==> src/rtl/wb_port_arbiter.sv <==
// wb_port_arbiter: owns the single register-file write port and shares it
// between the in-order pipeline and a 2-entry FIFO of multi-cycle results.
module wb_port_arbiter #(
   parameter int unsigned STARVE_LIMIT = 4
) (
   input  logic        clk,
   input  logic        rst_n,
   input  logic        pipe_write,
   input  logic [3:0]  pipe_reg,
   input  logic [1:0]  pipe_quarter,
   input  logic [15:0] pipe_data,
   input  logic        aux_valid,
   output logic        aux_ready,
   input  logic [3:0]  aux_reg,
   input  logic [1:0]  aux_quarter,
   input  logic [15:0] aux_data,
   output logic        rf_we,
   output logic [3:0]  rf_reg,
   output logic [1:0]  rf_quarter,
   output logic [15:0] rf_data,
   output logic [15:0] busy,
   output logic        stall_req,
   output logic        err
);

   localparam logic [3:0] LIMIT = 4'(STARVE_LIMIT);

   typedef struct packed {
      logic [3:0]  rd;
      logic [1:0]  qtr;
      logic [15:0] data;
   } aux_ent_t;

   aux_ent_t   slot0_q;
   aux_ent_t   slot1_q;
   aux_ent_t   slot0_d;
   aux_ent_t   slot1_d;
   aux_ent_t   push_ent;
   logic [1:0] count_q;
   logic [1:0] count_d;
   logic [3:0] starve_q;
   logic       live_q;
   logic       accept;
   logic       pop;
   logic       hit0;
   logic       hit1;
   logic       keep0;
   logic       keep1;

   // Handshake and stall request come from registered state only
   always_comb begin
      aux_ready = live_q && (count_q < 2'd2);
      stall_req = (starve_q >= LIMIT) && (count_q != 2'd0);
      accept    = aux_valid && aux_ready;
      pop       = !pipe_write && (count_q != 2'd0);
   end

   // A pipeline write to the same reg/quarter supersedes buffered entries
   always_comb begin
      hit0 = pipe_write && (count_q >= 2'd1) &&
             (slot0_q.rd == pipe_reg) &&
             (slot0_q.qtr == pipe_quarter);
      hit1 = pipe_write && (count_q == 2'd2) &&
             (slot1_q.rd == pipe_reg) &&
             (slot1_q.qtr == pipe_quarter);
      keep0 = (count_q >= 2'd1) && !hit0 && !pop;
      keep1 = (count_q == 2'd2) && !hit1;
   end

   // Compact surviving entries toward the head, then append any push
   always_comb begin
      slot0_d  = slot0_q;
      slot1_d  = slot1_q;
      count_d  = 2'd0;
      push_ent = '{rd: aux_reg, qtr: aux_quarter, data: aux_data};
      if (keep0) begin
         count_d = 2'd1;
      end
      if (keep1) begin
         if (!keep0) begin
            slot0_d = slot1_q;
         end
         count_d = count_d + 2'd1;
      end
      if (accept) begin
         if (count_d == 2'd0) begin
            slot0_d = push_ent;
         end else begin
            slot1_d = push_ent;
         end
         count_d = count_d + 2'd1;
      end
   end

   // FIFO storage and occupancy
   always_ff @(posedge clk or negedge rst_n) begin
      if (!rst_n) begin
         slot0_q <= '0;
         slot1_q <= '0;
         count_q <= 2'd0;
      end else begin
         slot0_q <= slot0_d;
         slot1_q <= slot1_d;
         count_q <= count_d;
      end
   end

   // aux_ready stays low until the first edge out of reset
   always_ff @(posedge clk or negedge rst_n) begin
      if (!rst_n) begin
         live_q <= 1'b0;
      end else begin
         live_q <= 1'b1;
      end
   end

   // Count edges the buffered head lost the port to the pipeline
   always_ff @(posedge clk or negedge rst_n) begin
      if (!rst_n) begin
         starve_q <= 4'd0;
      end else if (pipe_write && (count_q != 2'd0)) begin
         if (starve_q != 4'hF) begin
            starve_q <= starve_q + 4'd1;
         end
      end else begin
         starve_q <= 4'd0;
      end
   end

   // Registered write port: pipeline first, else FIFO head
   always_ff @(posedge clk or negedge rst_n) begin
      if (!rst_n) begin
         rf_we      <= 1'b0;
         rf_reg     <= 4'd0;
         rf_quarter <= 2'd0;
         rf_data    <= 16'd0;
      end else if (pipe_write) begin
         rf_we      <= 1'b1;
         rf_reg     <= pipe_reg;
         rf_quarter <= pipe_quarter;
         rf_data    <= pipe_data;
      end else if (count_q != 2'd0) begin
         rf_we      <= 1'b1;
         rf_reg     <= slot0_q.rd;
         rf_quarter <= slot0_q.qtr;
         rf_data    <= slot0_q.data;
      end else begin
         rf_we      <= 1'b0;
      end
   end

   // Sticky flag: superseded entries or pipeline ignoring a stall
   always_ff @(posedge clk or negedge rst_n) begin
      if (!rst_n) begin
         err <= 1'b0;
      end else if (pipe_write && (hit0 || hit1 || stall_req)) begin
         err <= 1'b1;
      end
   end

   // Scoreboard view of registers still owed a buffered aux write
   always_comb begin
      busy = 16'd0;
      if (count_q >= 2'd1) begin
         busy[slot0_q.rd] = 1'b1;
      end
      if (count_q == 2'd2) begin
         busy[slot1_q.rd] = 1'b1;
      end
   end

endmodule
==> config.mk <==
export PLATFORM = sky130hd
export DESIGN_NAME = wb_port_arbiter
export DESIGN_NICKNAME = d
export VERILOG_FILES = /design/src/rtl/wb_port_arbiter.sv
export SDC_FILE = /design/constraint.sdc
export NUM_CORES = 1
export LEC_CHECK = 0
export ABC_AREA = 0
export CAP_MARGIN = 20
export CORE_MARGIN = 1.5
export CORE_UTILIZATION = 34
export CTS_CLUSTER_DIAMETER = 50
export CTS_CLUSTER_SIZE = 20
export DETAILED_ROUTE_END_ITERATION = 8
export GPL_TIMING_DRIVEN = 0
export HOLD_SLACK_MARGIN = 0.05
export PLACE_DENSITY = 0.64
export SYNTH_ARGS = -nofsm -noshare
export SYNTH_HDL_FRONTEND = slang
export SYNTH_SLANG_ARGS = --single-unit
==> constraint.sdc <==
create_clock -name clk -period 2.6 [get_ports clk]
set_input_delay 0.52 -clock clk [delete_from_list [all_inputs] [get_ports clk]]
set_output_delay 0.52 -clock clk [all_outputs]
set_load 0.01 [all_outputs]
==> impl_metrics.toml <==
[grt]
grt_pass1_vias = 3133
grt_max_degree = 52
grtUsageTotal_pct = 17.5
grt_pass1_wl_um = 15600
grt_overflow = 0
antenna_found_initial = 0

[critical_path]
rr_endpoint = "slot0_q[16]$_DFF_PN0_"
critPathMaxFanout = 6
critPathCaptureType = "primary output"
ff2ff_path_depth = 9
cp.arrival_ns = 1.99
r2r-start = "count_q[0]$_DFF_PN0_"
critPathKind = "register to primary output"
cp.required_ns = 2.08
worstSetupStartpointType = "register"
r2r_slack_ns = 0.28

[logic_synthesis]
syn_inst = 368
ys_seq_area_share_pct = 49.1
ys_warn_count = 0
synth.distinct_cells = 40
synth_area_um2 = 3820
synth_fp_nets = 419
syn_area_per_cell_um2 = 10.4
yosys_register_bits = 75

[sta]
setup_viol = 0
fin_worst_skew_ns = 0.00656
period_share_pct = 96.6
fin_crit_ns = 2.51
report.final.hold_viol_count = 0
rsz0062_at_grt = "false"
fmax_ghz = 0.398
slew_headroom_pct = 60.0
slew_viol_final = 0
tightest_slew_ns = 0.600

[cells_and_area]
multi_input_area_um2 = 1840
drive_gt1_share_pct = 18.2
reg_top3 = "slot0_q (22), slot1_q (22), rf_data (16)"
area_growth_pct = 35.5
regArea_um2 = 1880
final_cells = 613
final_common_cell = "clkdlybuf4s50_1"
nNetsFinal = 519
antenna_cells = 0
layout_common_cells = "clkdlybuf4s50_1 (78), nand2_1 (73), dfrtp_1 (73)"
fillers = 987

[placement]
placed_cells = 598
place_congestion = 0.884
port_buffers = 89
dp_hpwl_um = 7470

[power]
leakagePower_nw = 2.35
power.total_mw = 4.91
p_per_area_nw_per_um2 = 948
ir_drop_uv = 328

[drt]
dr.pass1.iters = 4
postRouteAntennaNets = 0
wl_um = 9970
drt-initial-drc-count = 136
post_drt_wl_per_cell_um = 16.3
via_per_inst = 5.10
drc = 0
vias = 3129

[floorplanning]
initial_utilization_pct = 35.1
die_width_um = 109
core.rowCount = 38
num_io_pins = 90
die-area_um2 = 11900
core_area_um2 = 10900
die-height_um = 109

[cts]
htree_levels = 3
insertion_delay_ns = 0.35
cts_buffer_depth = 2
cts_sinks = 75
cts_setup_buffers = 0
path_clk_slew_ns = 0.08
clockRootBuffer = "clkbuf_8"
cts_tree = "done"
numCtsBuffers = 9

[job]
max_cap_viol_count = 0

[worst_hold_path]
hold_class = "input port to asynchronous set/reset pin"

[status]
status = "finished clean"
routing by layer:
metal	vias to the layer above	share of wire [%]	track usage (%)
met2	99	49	29.2
met4	0	2.7	7.80
met5	-	0	0
met3	22	5.0	3.77
met1	1508	43	21.5
li1	1500	-	-
timing repair:
action,4_1_cts,5_1_grt
gates resized for setup,15,12
gates cloned,0,0
setup endpoints to repair,45,32
pin swaps,0,0
hold buffers,0,0
critical path, cell delays in order, from the launching register on:
cell             delay [ns]
dfrtp_2                0.45
or2_1                  0.12
buf_2                  0.15
nand3_1                0.16
o22ai_1                0.19
clkdlybuf4s50_1        0.57
layout make-up:
class | instances | share of cell area (%)
Tap cell | 140 | 3.38
Sequential cell | 75 | 36.3
Buffer | 21 | 2.49
Timing Repair Buffer | 90 | 17.9
Multi-Input combinational cell | 268 | 35.6
Clock inverter | 7 | 1.79
Clock buffer | 9 | 2.39
Inverter | 3 | 0.217
where the power goes:
group          switching, mW  total (mW)  internal, mW
clock                  0.435       0.973         0.538
sequential             0.365        1.99          1.63
combinational          0.947        1.94         0.997
total                   1.75        4.91          3.16
per-stage QoR:
step           hold WS [ns]  worst slack [ns]  TNS [ns]  util (%)  instance area, um^2
3_3_place_gp          0.468             -1.62   -140.89      44.9                 4890
3_5_place_dp          0.455            -0.550    -20.90      45.1                 4910
5_1_grt              0.0836            0.0129         0      47.6                 5180
2_1_floorplan         0.224             0.377         0         -                 3820
4_1_cts              0.0769            0.0135         0      47.3                 5150
6_report             0.0736            0.0893         0      47.6                 5180
cell usage after synthesis (all sizes together):
cell type	count	share of area [%]
nor2b	2	0.33
conb	1	0.098
xnor2	3	0.69
mux2	22	6.5
o32ai	3	0.69
nand2	74	7.3
inv	3	0.29
buf	12	2.0
nand3	30	3.9
xor2	11	2.5
o2111ai	1	0.23
a31oi	2	0.72
or2	3	0.49
o21bai	1	0.20
and2	2	0.39
clkbuf	10	0.98
o211ai	22	6.9
ha	3	0.98
nor3b	1	0.20
o22ai	14	2.3
o311a	1	0.26
a31o	1	0.46
nor3	3	0.52
or3	2	0.33
nor2	13	1.3
o21ai	22	2.9
nand2b	6	0.98
nand3b	1	0.20
mux2i	23	6.0
dfrtp	75	49
and3	1	0.16
cell families (layout without fill, tap and decap cells):
group / after synthesis / after routing / synth area share, %
AO/OA/AOI/OAI: 67 / 67 / 14.7
XOR/XNOR: 14 / 14 / 3.21
adder cells (fa/ha/maj): 3 / 3 / 0.982
buffers and inverters: 25 / 130 / 3.31
flip-flops: 75 / 75 / 49.1
multiplexers: 45 / 45 / 12.5
other: 1 / 1 / 0.0981
AND/OR/NAND/NOR: 138 / 138 / 16.1
worst max-delay path by stage:
stage,start,to,slack (ns),cells past startpoint
floorplan,pipe_quarter[1],slot1_q[10]$_DFFE_PN0P_,0.38,8
global placement,rst_n,rf_reg[0]$_DFFE_PN0P_,-1.62,1
detailed placement,pipe_quarter[0],slot1_q[13]$_DFFE_PN0P_,-0.55,9
CTS,count_q[1]$_DFF_PN0_,busy[1],0.01,4
global route,pipe_quarter[1],slot1_q[17]$_DFFE_PN0P_,0.01,9
finish,count_q[0]$_DFF_PN0_,busy[7],0.09,5
(Power assumes the default switching activity.)
